## config.mk

```make
export PLATFORM = sky130hd
export DESIGN_NAME = regfile_writeback
export DESIGN_NICKNAME = d
export VERILOG_FILES = /design/src/rtl/wb_pkg.sv /design/src/rtl/wb_fifo.sv /design/src/rtl/regfile_writeback.sv
export SDC_FILE = /design/constraint.sdc
export NUM_CORES = 1
export LEC_CHECK = 0
export ABC_CLOCK_PERIOD_IN_PS = 3800
export BUFFER_PORTS_ARGS = -buffer_cell sky130_fd_sc_hd__buf_2
export CAP_MARGIN = 20
export CORE_AREA = 2 2 137 139
export DETAILED_ROUTE_END_ITERATION = 10
export DIE_AREA = 0 0 139 141
export PLACE_DENSITY = 0.8
export SLEW_MARGIN = 30
export SYNTH_ARGS = -nofsm -noshare
export SYNTH_HDL_FRONTEND = slang
export SYNTH_SLANG_ARGS = --single-unit
export TNS_END_PERCENT = 100
```

## constraint.sdc

```tcl
create_clock -name clock -period 3.8 [get_ports clock]
set_input_delay 0.76 -clock clock [delete_from_list [all_inputs] [get_ports clock]]
set_output_delay 0.76 -clock clock [all_outputs]
set_load 0.02 [all_outputs]
```

## src/rtl/wb_pkg.sv

```systemverilog
`default_nettype none
// ---------------------------------------------------------------------------
// wb_pkg : shared widths, entry type and reset values for the writeback block
// Rev 1.0
// ---------------------------------------------------------------------------
package wb_pkg;

  localparam int WB_DATA_W = 32;
  localparam int WB_ADDR_W = 5;

  typedef struct packed {
    logic [WB_ADDR_W-1:0] dest;
    logic [WB_DATA_W-1:0] data;
  } wb_entry_t;

  localparam logic                 c_WE_RST       = 1'b0;
  localparam logic [WB_ADDR_W-1:0] c_WRITETO_RST  = '0;
  localparam logic [WB_DATA_W-1:0] c_WRITEDAT_RST = '0;
  // Flag means "mem was granted last"; clearing it makes mem win the first tie.
  localparam logic                 c_LAST_MEM_RST = 1'b0;

endpackage
`default_nettype wire

```

## src/rtl/wb_fifo.sv

```systemverilog
`default_nettype none
// ---------------------------------------------------------------------------
// wb_fifo : in-order pending-write buffer with per-slot valid bits
// Rev 1.0
// ---------------------------------------------------------------------------
module wb_fifo #(
  parameter int DEPTH = 4,
  parameter int W     = 37
) (
  input  logic                          clk_i,
  input  logic                          rst_ni,
  input  logic                          push_i,
  input  logic [W-1:0]                  push_data_i,
  input  logic                          pop_i,
  output logic [W-1:0]                  head_data_o,
  output logic [DEPTH-1:0][W-1:0]       slots_o,
  output logic [DEPTH-1:0]              slot_vld_o,
  output logic [$clog2(DEPTH)-1:0]      head_ptr_o,
  output logic [$clog2(DEPTH):0]        count_o
);

  localparam int PTR_W = $clog2(DEPTH);
  localparam int CNT_W = PTR_W + 1;

  logic [DEPTH-1:0][W-1:0] mem_q;
  logic [DEPTH-1:0]        vld_q, vld_d;
  logic [PTR_W-1:0]        rd_q, wr_q;
  logic [CNT_W-1:0]        cnt_q, cnt_d;
  logic                    w_full, w_do_push, w_do_pop;

  assign w_full    = (cnt_q == CNT_W'(DEPTH));
  assign w_do_pop  = pop_i && (cnt_q != '0);
  // A full buffer only takes a new entry when the head leaves on the same edge.
  assign w_do_push = push_i && (!w_full || w_do_pop);

  always_comb begin
    vld_d = vld_q;
    if (w_do_pop)  vld_d[rd_q] = 1'b0;
    if (w_do_push) vld_d[wr_q] = 1'b1;
  end

  assign cnt_d = cnt_q + CNT_W'(w_do_push) - CNT_W'(w_do_pop);

  always_ff @(posedge clk_i or negedge rst_ni) begin
    if (!rst_ni) begin
      mem_q <= '0;
      vld_q <= '0;
      rd_q  <= '0;
      wr_q  <= '0;
      cnt_q <= '0;
    end else begin
      if (w_do_push) begin
        mem_q[wr_q] <= push_data_i;
        wr_q        <= wr_q + PTR_W'(1);
      end
      if (w_do_pop) begin
        rd_q <= rd_q + PTR_W'(1);
      end
      vld_q <= vld_d;
      cnt_q <= cnt_d;
    end
  end

  assign head_data_o = mem_q[rd_q];
  assign slots_o     = mem_q;
  assign slot_vld_o  = vld_q;
  assign head_ptr_o  = rd_q;
  assign count_o     = cnt_q;

endmodule
`default_nettype wire

```

## src/rtl/regfile_writeback.sv

```systemverilog
`default_nettype none
// ---------------------------------------------------------------------------
// regfile_writeback : round-robin ALU/load arbiter, pending-write buffer,
// register-file write port and read forwarding (built when WB_FORWARD_EN).
// Rev 1.0
// ---------------------------------------------------------------------------
module regfile_writeback
  import wb_pkg::*;
#(
  parameter int DEPTH  = 4,
  parameter int DATA_W = WB_DATA_W,
  parameter int ADDR_W = WB_ADDR_W
) (
  input  logic                     clock,
  input  logic                     reset,
  input  logic                     alu_valid,
  output logic                     alu_ready,
  input  logic [ADDR_W-1:0]        alu_dest,
  input  logic [DATA_W-1:0]        alu_data,
  input  logic                     mem_valid,
  output logic                     mem_ready,
  input  logic [ADDR_W-1:0]        mem_dest,
  input  logic [DATA_W-1:0]        mem_data,
  output logic [ADDR_W-1:0]        writeto,
  output logic [DATA_W-1:0]        writedat,
  output logic                     writeenable,
  input  logic [ADDR_W-1:0]        read1,
  input  logic [ADDR_W-1:0]        read2,
  output logic                     hit1,
  output logic                     hit2,
  output logic [DATA_W-1:0]        fwd1,
  output logic [DATA_W-1:0]        fwd2,
  output logic [$clog2(DEPTH):0]   pending
);

  localparam int PTR_W = $clog2(DEPTH);
  localparam int CNT_W = PTR_W + 1;
  localparam int ENT_W = ADDR_W + DATA_W;

  logic                        last_mem_q, last_mem_d;
  logic                        we_q;
  logic [ADDR_W-1:0]           writeto_q;
  logic [DATA_W-1:0]           writedat_q;

  logic                        w_gnt_alu, w_gnt_mem;
  logic                        w_room, w_xfer, w_push, w_pop;
  logic [ENT_W-1:0]            w_push_ent, w_head_ent;
  logic [DEPTH-1:0][ENT_W-1:0] w_slots;
  logic [DEPTH-1:0]            w_slot_vld;
  logic [PTR_W-1:0]            w_head_ptr;
  logic [CNT_W-1:0]            w_count;

  // Tie goes to whichever source did not win last; a lone requester always wins.
  always_comb begin
    w_gnt_alu = 1'b0;
    w_gnt_mem = 1'b0;
    if (alu_valid && mem_valid) begin
      w_gnt_mem = ~last_mem_q;
      w_gnt_alu = last_mem_q;
    end else begin
      w_gnt_mem = mem_valid;
      w_gnt_alu = alu_valid;
    end
  end

  assign w_pop      = (w_count != '0);
  assign w_room     = (w_count < CNT_W'(DEPTH)) || w_pop;
  assign alu_ready  = w_gnt_alu && w_room;
  assign mem_ready  = w_gnt_mem && w_room;
  assign w_xfer     = alu_ready || mem_ready;
  assign w_push_ent = w_gnt_mem ? {mem_dest, mem_data} : {alu_dest, alu_data};
  // Writes to r0 complete the handshake but are dropped here.
  assign w_push     = w_xfer && (w_push_ent[ENT_W-1 -: ADDR_W] != '0);
  assign last_mem_d = w_xfer ? w_gnt_mem : last_mem_q;

  wb_fifo #(
    .DEPTH (DEPTH),
    .W     (ENT_W)
  ) u_fifo (
    .clk_i       (clock),
    .rst_ni      (reset),
    .push_i      (w_push),
    .push_data_i (w_push_ent),
    .pop_i       (w_pop),
    .head_data_o (w_head_ent),
    .slots_o     (w_slots),
    .slot_vld_o  (w_slot_vld),
    .head_ptr_o  (w_head_ptr),
    .count_o     (w_count)
  );

  always_ff @(posedge clock or negedge reset) begin
    if (!reset) begin
      last_mem_q <= c_LAST_MEM_RST;
      we_q       <= c_WE_RST;
      writeto_q  <= ADDR_W'(c_WRITETO_RST);
      writedat_q <= DATA_W'(c_WRITEDAT_RST);
    end else begin
      last_mem_q <= last_mem_d;
      we_q       <= w_pop;
      if (w_pop) begin
        writeto_q  <= w_head_ent[ENT_W-1 -: ADDR_W];
        writedat_q <= w_head_ent[DATA_W-1:0];
      end
    end
  end

  assign writeenable = we_q;
  assign writeto     = writeto_q;
  assign writedat    = writedat_q;
  assign pending     = w_count;

`ifdef WB_FORWARD_EN
  // Scan oldest to youngest (output register, then head..tail) so the last match wins.
  always_comb begin : b_fwd
    logic [PTR_W-1:0] idx;
    idx  = '0;
    hit1 = 1'b0;
    hit2 = 1'b0;
    fwd1 = '0;
    fwd2 = '0;
    if (we_q && (writeto_q == read1)) begin
      hit1 = 1'b1;
      fwd1 = writedat_q;
    end
    if (we_q && (writeto_q == read2)) begin
      hit2 = 1'b1;
      fwd2 = writedat_q;
    end
    for (int k = 0; k < DEPTH; k++) begin
      idx = w_head_ptr + PTR_W'(k);
      if (w_slot_vld[idx] && (w_slots[idx][ENT_W-1 -: ADDR_W] == read1)) begin
        hit1 = 1'b1;
        fwd1 = w_slots[idx][DATA_W-1:0];
      end
      if (w_slot_vld[idx] && (w_slots[idx][ENT_W-1 -: ADDR_W] == read2)) begin
        hit2 = 1'b1;
        fwd2 = w_slots[idx][DATA_W-1:0];
      end
    end
    if (read1 == '0) begin
      hit1 = 1'b0;
      fwd1 = '0;
    end
    if (read2 == '0) begin
      hit2 = 1'b0;
      fwd2 = '0;
    end
  end
`else
  logic w_unused_fwd;
  assign w_unused_fwd = ^{read1, read2, w_slots, w_slot_vld, w_head_ptr};
  assign hit1 = 1'b0;
  assign hit2 = 1'b0;
  assign fwd1 = '0;
  assign fwd2 = '0;
`endif

endmodule
`default_nettype wire
```

==> metrics <==
status finished, final reports clean; root buf cell clkbuf_16; Critical Path Fanout Max 42; CTS max path bufs 2; Tot Pwr between 0.01 and 0.015 W; worst vdd ir ~410 µV; global-route wire length before repair 30320 µm; die width about 140 µm; final count of hold timing violations 0; critical-path cell list buf_2, a21boi_4, buf_4, buf_2; Site Rows 50; Async S/R FF share, synth 1.000; gr ovfl total 0; fin crit period 2705 ps; most frequent CP cell buf_2; Mean Syn Cell Area 14.21 µm²; # clock sinks between 150 and 200; CP Data Required Time about 3000 ps; sequential area share after synthesis 0.4979; worst-margin pin slew 746.6 ps; clock latency on the worst-skew pair approximately 430 ps; routability cong. 0.7456; CP bufs+invs 3; TNS Setup 0 ps; cell family with most CP delay buffers and inverters; Setup crit end kind primary output; dpl ws 826.8 ps; Layout Nets about 900; via count approximately 5500; vias in the first global route 5525; post_cts resized 0; DRT antenna net count 0; TritonCTS buffer count 17; Post-synth EDFFs 0; final wirelength ~19000 µm; Die Area between 15000 and 20000 µm²; R2R setup slack around 1600 ps; min-delay worst type in2async; Initial Util 0.5338; Pleak ~5.2 nW; Max Slew Vio Count 0; DP Wirelength 11340 µm; I/O pins ~200; DRC 0; Slowest-stage cell, CP buf_4; FF+latch count, synth a little under 200; Tcrit/Tclk final 0.7119; Most used DFF post-synth dfrtp_1; clk_skew 8.059 ps; H-tree depth 4; Core ar. 18270 µm²; distinct cell type count of the synthesized netlist 27; CP max stage delay roughly 530 ps; maximum clock frequency between 0.3 and 0.4 GHz; Final Util 0.5958; setup ws final ~1100 ps; Chip Height 141 µm; max-capacitance violation count 0; yosys warns 0; cell area after synthesis 9751 µm²; Port Buf Inserts 120; RSZ-0062 raised after global routing false; # hold bufs at CTS 0; Worst slew margin 0.5023; CP Data Arrival Time between 1500 and 2000 ps; Pre-antenna DRT Iters 4; initial antenna violation count 0; Antenna Cells 0; WL/cell 17.70 µm; Clock transition at path regs 70 ps; Area Overhead vs Synth 11.63%; Setup Fix Bufs, Post-CTS 0; CTS tree built; drt via density roughly 5.2; Critical Path Start Type input port; crit path kind in2out; layout cell share with drive strength beyond 1 0.4712; P per Cell Area 920.6 nW/µm²; pin count of the biggest net entering global routing 72; final setup vio count 0; DRT iter0 DRCs between 300 and 400; Syn Inst Count 686; GRT Overall Usage 0.1966
## per-layer routing
layer | global-route usage | wire [µm] | vias to the layer above
met4 | 0.05476 | 157 | 0
met2 | 0.3129 | 8931 | 178
met5 | 0 | 0 | -
li1 | - | - | 2495
met3 | 0.03465 | 859 | 13
met1 | 0.2825 | 8654 | 2809
## worst register-to-register path: stages (launching register included)
cell and delay [ps]:
dfrtp_1 430, a21boi_4 220, nor3_4 110, nor3_1 460
ha_1 240, inv_1 50, fa_1 370, xnor2_1 180
xnor2_1 130
## placed cells by master, fill, tap and decap left out, types with 2 or more instances in the layout
cell type / n
mux2_2: 53
nor2_1: 3
xnor2_1: 5
clkinv_4: 3
mux4_2: 37
nor4_1: 4
nand2_1: 112
inv_1: 6
ha_1: 6
nor3_4: 5
bufinv_16: 2
dfrtp_1: 192
o21ai_1: 4
clkbuf_1: 2
mux2i_1: 4
buf_2: 119
buf_4: 13
conb_1: 66
clkinv_2: 2
inv_6: 3
mux2_4: 120
inv_8: 2
clkbuf_16: 17
o21ai_0: 24
## stage by stage
stage / instances / hold WS [ps] / instance area (µm²)
after global routing: 1051 / 365.4 / 10880
after CTS: 1051 / 344.0 / 10880
after detailed placement: 1019 / 451.7 / 10300
after floorplan: 751 / 464.3 / 9995
after global placement: 1019 / 445.3 / 10300
final: 1051 / 324.2 / 10880
## path summary, 6_finish.rpt
kind	start	to	cells after the start
worst max-delay path	mem_valid	mem_ready	4
worst min-delay path	reset	u_fifo.count_o[2]$_DFF_PN0_	1
worst max register to register	last_mem_q$_DFFE_PN0P_	u_fifo.count_o[2]$_DFF_PN0_	8
worst min register to register	writedat[28]$_DFFE_PN0N_	writedat[28]$_DFFE_PN0N_	2
max in group asynchronous	reset	u_fifo.head_ptr_o[1]$_DFFE_PN0N_	2
min in group clock	writedat[28]$_DFFE_PN0N_	writedat[28]$_DFFE_PN0N_	2
## cells in the mapped netlist, types with 5 or more instances
cell | n | share of area
buf_4 | 66 | 0.051
buf_6 | 12 | 0.014
clkbuf_1 | 14 | 0.0054
dfrtp_1 | 194 | 0.50
ha_1 | 6 | 0.0077
inv_1 | 7 | 0.0027
mux2_2 | 53 | 0.061
mux2_4 | 120 | 0.18
mux4_2 | 37 | 0.085
nand2_1 | 112 | 0.043
nor3_4 | 5 | 0.0083
o21ai_0 | 24 | 0.012
xnor2_1 | 5 | 0.0045
## area by class of cell
type                            count  area (µm²)
Tap cell                          234       292.8
Fill cell                        1425        7383
Multi-Input combinational cell    451        4413
Inverter                            7       26.28
Sequential cell                   194        4860
Timing Repair Buffer              133       706.9
Clock inverter                     13       152.6
Clock buffer                       19       432.9
## kinds of logic after synthesis
| family | after synthesis | share of synthesized area |
|---|---|---|
| AO/OA/AOI/OAI | 30 | 0.01604 |
| XOR/XNOR | 5 | 0.004491 |
| adder cells (fa/ha/maj) | 7 | 0.009752 |
| buffers and inverters | 106 | 0.07584 |
| flip-flops | 194 | 0.4979 |
| multiplexers | 214 | 0.3356 |
| other | 1 | 0.0003846 |
| AND/OR/NAND/NOR | 129 | 0.06005 |
## power by group
group          internal [W]  switching (W)  total [W]
Sequential          0.00316       0.000716    0.00388
Clock              0.000986       0.000805    0.00179
Combinational       0.00249        0.00186    0.00435
Total               0.00664        0.00338     0.0100
## registers in the layout, indices dropped and copies added (netlist names)
name,flops
writedat,32
writeenable,1
u_fifo.wr_q,2
u_fifo.count_o,3
u_fifo.head_ptr_o,2
u_fifo.slots_o,148
writeto,5
last_mem_q,1
Power figures use the tool's default switching activity.
